<file path="src/rtl/cpu_control_unit.sv">
// Fetch/decode/execute sequencer for the 4-bit CPU: owns PC, IR, ACC, B and the latched ALU flags.
// Latency: 4 cycles per instruction (FETCH, DECODE, EXEC, WB); HLT parks in HALT after EXEC.
// Backpressure: none; the instruction memory answers one cycle after imem_rd, and the ALU is combinational.
module cpu_control_unit #(
  parameter int              PC_W     = 4,
  parameter logic [PC_W-1:0] RESET_PC = '0
) (
  input  logic            clk,
  input  logic            rst_n,
  input  logic            start,
  output logic [PC_W-1:0] imem_addr,
  output logic            imem_rd,
  input  logic [7:0]      instr,
  output logic [3:0]      alu_a,
  output logic [3:0]      alu_b,
  output logic [3:0]      alu_opcode,
  output logic            alu_en,
  input  logic [3:0]      alu_result,
  input  logic            alu_z,
  input  logic            alu_n,
  input  logic            alu_c,
  input  logic            alu_v,
  output logic [3:0]      out_data,
  output logic            out_valid,
  output logic            halted,
  output logic [3:0]      acc
);

  typedef enum logic [2:0] {
    IDLE   = 3'd0,
    FETCH  = 3'd1,
    DECODE = 3'd2,
    EXEC   = 3'd3,
    WB     = 3'd4,
    HALT   = 3'd5
  } state_t;

  // Non-ALU opcodes; any opcode with bit 3 set goes to the ALU.
  localparam logic [3:0] OP_NOP = 4'b0000;
  localparam logic [3:0] OP_LDA = 4'b0001;
  localparam logic [3:0] OP_LDB = 4'b0010;
  localparam logic [3:0] OP_JMP = 4'b0011;
  localparam logic [3:0] OP_JZ  = 4'b0100;
  localparam logic [3:0] OP_JC  = 4'b0101;
  localparam logic [3:0] OP_OUT = 4'b0110;
  localparam logic [3:0] OP_HLT = 4'b0111;

  state_t          state;
  logic [PC_W-1:0] pc;
  logic [7:0]      ir;
  logic [3:0]      b_reg;
  // Latched flags, packed {Z, N, C, V}; only ALU instructions update them.
  logic [3:0]      flags;
  // Jump decision taken in EXEC and consumed by the PC update in WB.
  logic            take_jump;

  logic [3:0]      ir_op;
  logic [3:0]      ir_imm;
  logic [PC_W-1:0] jump_target;

  assign ir_op       = ir[7:4];
  assign ir_imm      = ir[3:0];
  assign jump_target = PC_W'(ir_imm);

  // The ALU operands are the architectural registers themselves, so they hold
  // their values whenever the ALU is not enabled.
  assign imem_addr  = pc;
  assign alu_a      = acc;
  assign alu_b      = b_reg;
  assign alu_opcode = ir_op;

  // Sequencer: state, architectural registers and registered strobes.
  always_ff @(posedge clk or negedge rst_n) begin
    if (!rst_n) begin
      state     <= IDLE;
      pc        <= RESET_PC;
      ir        <= '0;
      acc       <= '0;
      b_reg     <= '0;
      flags     <= '0;
      take_jump <= 1'b0;
      imem_rd   <= 1'b0;
      alu_en    <= 1'b0;
      out_data  <= '0;
      out_valid <= 1'b0;
      halted    <= 1'b0;
    end else begin
      // Strobes are single-cycle unless a transition below re-asserts them.
      imem_rd   <= 1'b0;
      alu_en    <= 1'b0;
      out_valid <= 1'b0;

      case (state)
        IDLE: begin
          if (start) begin
            state   <= FETCH;
            imem_rd <= 1'b1;
          end
        end

        FETCH: begin
          // Memory returns the word during DECODE.
          state <= DECODE;
        end

        DECODE: begin
          ir     <= instr;
          // ALU enable is registered so it is high for exactly the EXEC cycle.
          alu_en <= instr[7];
          state  <= EXEC;
        end

        EXEC: begin
          state     <= WB;
          take_jump <= 1'b0;
          if (ir_op[3]) begin
            acc   <= alu_result;
            flags <= {alu_z, alu_n, alu_c, alu_v};
          end else begin
            case (ir_op)
              OP_NOP: ;
              OP_LDA: acc   <= ir_imm;
              OP_LDB: b_reg <= ir_imm;
              OP_JMP: take_jump <= 1'b1;
              OP_JZ:  take_jump <= flags[3];
              OP_JC:  take_jump <= flags[1];
              OP_OUT: begin
                // Qualified output appears during WB only.
                out_data  <= acc;
                out_valid <= 1'b1;
              end
              OP_HLT: begin
                // PC stays on the HLT word; nothing advances from here.
                state  <= HALT;
                halted <= 1'b1;
              end
              default: ;
            endcase
          end
        end

        WB: begin
          if (take_jump) begin
            pc <= jump_target;
          end else begin
            pc <= pc + PC_W'(1);
          end
          take_jump <= 1'b0;
          state     <= FETCH;
          imem_rd   <= 1'b1;
        end

        HALT: begin
          // Frozen until reset; start is deliberately ignored.
          state <= HALT;
        end

        default: begin
          state <= IDLE;
        end
      endcase
    end
  end

endmodule

</file>
<file path="config.mk">
export PLATFORM = sky130hd
export DESIGN_NAME = cpu_control_unit
export DESIGN_NICKNAME = d
export VERILOG_FILES = /design/src/rtl/cpu_control_unit.sv
export SDC_FILE = /design/constraint.sdc
export NUM_CORES = 1
export LEC_CHECK = 0
export BUFFER_PORTS_ARGS = -buffer_cell sky130_fd_sc_hd__buf_4
export CAP_MARGIN = 20
export CORE_AREA = 2 2 65 83
export CTS_CLUSTER_SIZE = 12
export DETAILED_ROUTE_END_ITERATION = 8
export DIE_AREA = 0 0 67 85
export GPL_TIMING_DRIVEN = 0
export PLACE_DENSITY_LB_ADDON = 0.15
export SLEW_MARGIN = 25
export SYNTH_ARGS = -nofsm -noshare
export SYNTH_HDL_FRONTEND = slang
export SYNTH_SLANG_ARGS = --single-unit
</file>
<file path="constraint.sdc">
create_clock -name clk -period 3.7 [get_ports clk]
set_clock_uncertainty 0.05 [all_clocks]
set_input_delay 0.37 -clock clk [delete_from_list [all_inputs] [get_ports clk]]
set_output_delay 0.37 -clock clk [all_outputs]
set_load 0.1 [all_outputs]
</file>
# ---- Word-level counts from Yosys, hierarchy flattened
# Index checks and enable logic that the tools add are counted.
dict set report word_totals {
  ff_bits 36
  in_bits 19
  word_cells 51
  output_inout_bits 28
}
dict set report classes {
  addsub 1
  n_mux 16
  n_reduce_logical 8
  bitwise_logic 1
  eq_ne 13
}
# cell count
set ops {}
lappend ops {{case mux 3 bit (6 select lines)} 1}
lappend ops {{== test 4 x 3 -> 1 bit, second input constant} 4}
lappend ops {{two-way mux 4 bit} 3}
lappend ops {{AND reduction 3 bit} 3}
lappend ops {{== test 4 x 2 -> 1 bit, second input constant} 2}
lappend ops {{two-way mux 1 bit} 8}
lappend ops {{== test 3 x 2 -> 1 bit, second input constant} 2}
lappend ops {{== test 3 bit, second input constant} 2}
lappend ops {{adder 4 x 1 -> 4 bit, second input constant} 1}
lappend ops {{== test 4 x 1 -> 1 bit, second input constant} 1}
lappend ops {{case mux 1 bit (2 select lines)} 2}
lappend ops {{AND reduction 2 bit} 2}
lappend ops {{nonzero test 2 bit} 2}
lappend ops {{== test 3 x 1 -> 1 bit, second input constant} 1}
lappend ops {{zero test 3 bit} 1}
lappend ops {{two-way mux 3 bit} 1}
lappend ops {{case mux 1 bit (3 select lines)} 1}
lappend ops {{!= test 2 bit, second input constant} 1}
lappend ops {{NOT 1 bit} 1}

# ---- Depth between registers and ports, before layout
dict set report depth {
  ltp_word 4
  mapped_depth 5
  mapped_depth_nobuf 4
}

# ---- Least setup slack after synthesis
# Ideal clock, no wire load.
dict set report synth_timing {
  path_type {reg-to-reg}
  startpoint {register pc[0] (netlist: imem_addr[0])}
  endpoint {register pc[3] (netlist: imem_addr[3])}
  n_path_buf 0
  arrival_ps 1711
  setup_ps 131
  period_less_slack_ps 1892
  path_slack_ps 1808
  required_ps 3519
  stages_incl_launch_ff 4
  path_cell_list {dfrtp_1 nand3_1 a22o_1 or3_1}
}
dict set report synth_via {
  elab_chain_cells 2
}
# element line
set synth_lines {}
lappend synth_lines {{from (decl)} 49} ;# logic [PC_W-1:0] pc;
lappend synth_lines {{from (signal assigned)} 144} ;# pc <= jump_target;
lappend synth_lines {{from (signal assigned)} 146} ;# pc <= pc + PC_W'(1);
lappend synth_lines {{adder 4 x 1 -> 4 bit} 146}
lappend synth_lines {{two-way mux 4 bit} 143} ;# if (take_jump) begin
# Every way passes these cells.
# A chain may end at the register's enable or synchronous reset.

# ---- Final worst setup path
dict set report layout_timing {
  startpoint {register ir[7]}
  endpoint {register out_data[0]}
}
dict set report layout_via {
  elab_chain_cells 2
  word_cells_on_any_way 3
  cone_classes {eq/ne: 1; bitwise: 1; reduce/logical: 1}
}
# element line
set layout_lines {}
lappend layout_lines {{from (decl)} 50} ;# logic [7:0] ir;
lappend layout_lines {{from (signal assigned)} 107} ;# ir <= instr;
lappend layout_lines {{== test 4 x 3 -> 1 bit / NOT 1 bit (equally long branches)} -}
lappend layout_lines {{AND reduction 3 bit (no source line) (*)} -}
lappend layout_lines {{to (signal assigned)} 84} ;# out_data <= '0;
lappend layout_lines {{to (signal assigned)} 129} ;# out_data <= acc;
lappend layout_lines {{to (decl)} 23} ;# output logic [3:0] out_data,
# Every way passes the cells marked *; elsewhere a longest branch is shown, timed or not.

==> reports/summary.txt <==
Initial antenna violation count = 0
Yosys warns = 0
Total gr overflow = 0
DRT Pass-1 Iters = 4
Final Hold Fails = 0
Gpl congestion = 0.693
Die Height = 85 um
Synthesized area = 0.00157 mm^2
Syn nets = 144
I/O pin cnt = 47
Worst Path Buf+Inv = 1
Critical path type = flop to flop
DRC violations left = 0
Hold slack final = 261 ps
Slew @ Worst Pin = 730 ps
Largest net degree at the start of global routing = 35
Core Box Area = 0.00493 mm^2
Sequential share of the synthesized area = 54.1%
Port Buf Inserts = 44
Cells along the critical path = clkbuf_1, nor2b_1, and4b_1, mux2_2
Crit. End Element = flop
CTS Buf Count = 5
Die ar. = 0.00570 mm^2
Nets = 196
Number of global-route vias before repair = 1139
Synth unique cells = 34
Async SR Flop Fraction = 100%
MaxCap Viol Count = 0
Max Root-Sink Buffers = 2
Top routing layer in use = met4
Crit path max-delay family = simple AND/OR/NAND/NOR gates
Fin Setup TNS = 0 ps
Number of max-slew violations in the final report = 0
Clock latency on the worst-skew pair = 280 ps
Crit share post-route = 48.4%
# setup viols final = 0
Flops & latches, synth = 34
WL met2 = 1710 um
M1 WL = 1260 um
Routed Antenna Nets = 0
Via-per-instance ratio = 4.57
Diode count = 0
Hpwl dp = 2390 um
Post-CTS sizing = 0
Syn Area/Cell = 12.7 um^2
Worst Setup Start Kind = flop
Clock transition at path regs = 70 ps
Width of the die = 67 um
Layout cells sized above 1 = 52.5%
DR WL met3 = 173 um
CTS root buffer = clkbuf_8
RSZ-0062 raised after global routing = false
DRT Wirelength = 3180 um
TritonCTS clock tree = built
Total clock sinks = 34
Overall routing resource usage = 12.5%
Critical-path top delay cell = dfrtp_1
DRT iter0 DRCs = 43
F_max = 0.558 GHz
Main flop type after synthesis = dfrtp_1
Crit path DAT = 1910 ps
H-tree levels = 2
Vias = 1093
CP Max Fanout = 9
Row cnt = 29
Worst Hold Class = primary input to flop
Critical Path RT = 3820 ps
Cell count after synthesis = 124
First-pass GRT wire length = 5330 um
Synthesis-to-finish area growth = 32.4%
Routed length per instance = 13.3 um
Slowest stage delay, CP = 370 ps
Initial Util = 31.9%
Run status = finished clean
Post-synth EDFFs = 0
Rel. slew slack = 51.1%
Crit path time final = 1790 ps
cell usage after synthesis, drive strengths merged (2+ instances only):
library cell	n	area share (%)
and2	2	0.80
and4b	2	1.3
buf	13	6.3
clkbuf	2	0.56
dfrtp	34	54
mux2	27	19
mux2i	2	1.3
nand2	4	0.95
nand3	3	0.95
nand4	2	0.80
nor2	6	1.4
nor2b	3	1.2
nor3b	3	1.7
nor4	2	0.80
o21ai	5	1.6
what timing repair did:
| action | 4_1_cts | 5_1_grt |
|---|---|---|
| buffers inserted | 0 | 0 |
| endpoints found under the setup margin | 0 | 0 |
| hold buffers | 1 | 0 |
| endpoints found under the hold margin | 28 | 0 |
stage by stage:
step / setup WS [ps] / util (%) / instance area (um^2) / instances
4_1_cts: 1870 / 42.2 / 2080 / 239
5_1_grt: 1760 / 42.2 / 2080 / 239
6_report: 1910 / 42.2 / 2080 / 239
2_1_floorplan: 1810 / - / 1570 / 124
3_3_place_gp: 1940 / 40.1 / 1980 / 230
3_5_place_dp: 1880 / 40.1 / 1980 / 230
area by class of cell:
cell class,count,area [um^2]
Fill cell,503,2850
Sequential cell,34,851
Multi-Input combinational cell,74,611
Timing Repair Buffer,45,340
Buffer,15,108
Clock buffer,7,86.3
Tap cell,62,77.6
Clock inverter,1,5.00
Inverter,1,3.75
cells by family after synthesis:
| group | share of synthesized area, % |
|---|---|
| buffers and inverters | 7.08 |
| multiplexers | 20.6 |
| flip-flops | 54.1 |
| AND/OR/NAND/NOR | 13.3 |
| adder cells (fa/ha/maj) | 0.795 |
| AO/OA/AOI/OAI | 3.02 |
| XOR/XNOR | 1.11 |
layout by cell type, fill, tap and decap left out:
cell type / synthesis / routed
mux2i_1: 2 / 2
nor2_1: 6 / 6
a221oi_1: 1 / 1
dfrtp_1: 34 / 34
or3_1: 1 / 1
inv_1: 1 / 1
and4b_1: 2 / 2
nor3b_1: 2 / 2
nand2_1: 4 / 4
clkbuf_8: 0 / 6
buf_1: 1 / 1
nand4b_1: 1 / 1
buf_4: 9 / 53
clkbuf_1: 1 / 2
and3b_2: 1 / 1
ha_1: 1 / 1
nor3b_2: 1 / 1
nor2b_1: 3 / 3
dlygate4sd3_1: 0 / 1
nand3_1: 3 / 3
a21oi_1: 1 / 1
clkinv_2: 0 / 1
and2_1: 2 / 2
buf_2: 1 / 1
xnor2_1: 1 / 1
nand2b_1: 1 / 1
or3b_1: 1 / 1
buf_6: 2 / 2
nor4_1: 2 / 2
clkbuf_2: 1 / 1
nand3b_1: 1 / 1
o21ai_0: 5 / 5
xor2_1: 1 / 1
mux2_2: 27 / 27
nand4_1: 2 / 2
a22o_1: 1 / 1
nor3_1: 1 / 1
registers in the layout, indices dropped and copies added (netlist names):
| name | count |
|---|---|
| alu_b | 4 |
| halted | 1 |
| alu_en | 1 |
| ir | 8 |
| out_valid | 1 |
| flags | 2 |
| out_data | 4 |
| acc | 4 |
| take_jump | 1 |
| state | 3 |
| imem_addr | 4 |
| imem_rd | 1 |
routing by layer:
metal / vias to the layer above / GRT usage [%]
li1: 532 / -
met2: 31 / 20.8
met4: 0 / 6.12
met1: 526 / 14.8
met3: 4 / 3.18
met5: - / 0
worst paths after layout:
path | slack (ps) | startpoint | end | depth (start not counted)
max | 1910 | ir[7] | out_data[0] | 4
min | 260 | instr[7] | alu_en | 2
max reg2reg | 1910 | ir[7] | out_data[0] | 4
min reg2reg | 430 | halted | halted | 1
max in group asynchronous | 2780 | rst_n | ir[2] | 2
min in group asynchronous | 530 | rst_n | ir[4] | 2
Power is left out: the tool's default activity adds up to more than one toggle a clock period on the data nets, which glitch-free logic cannot reach.
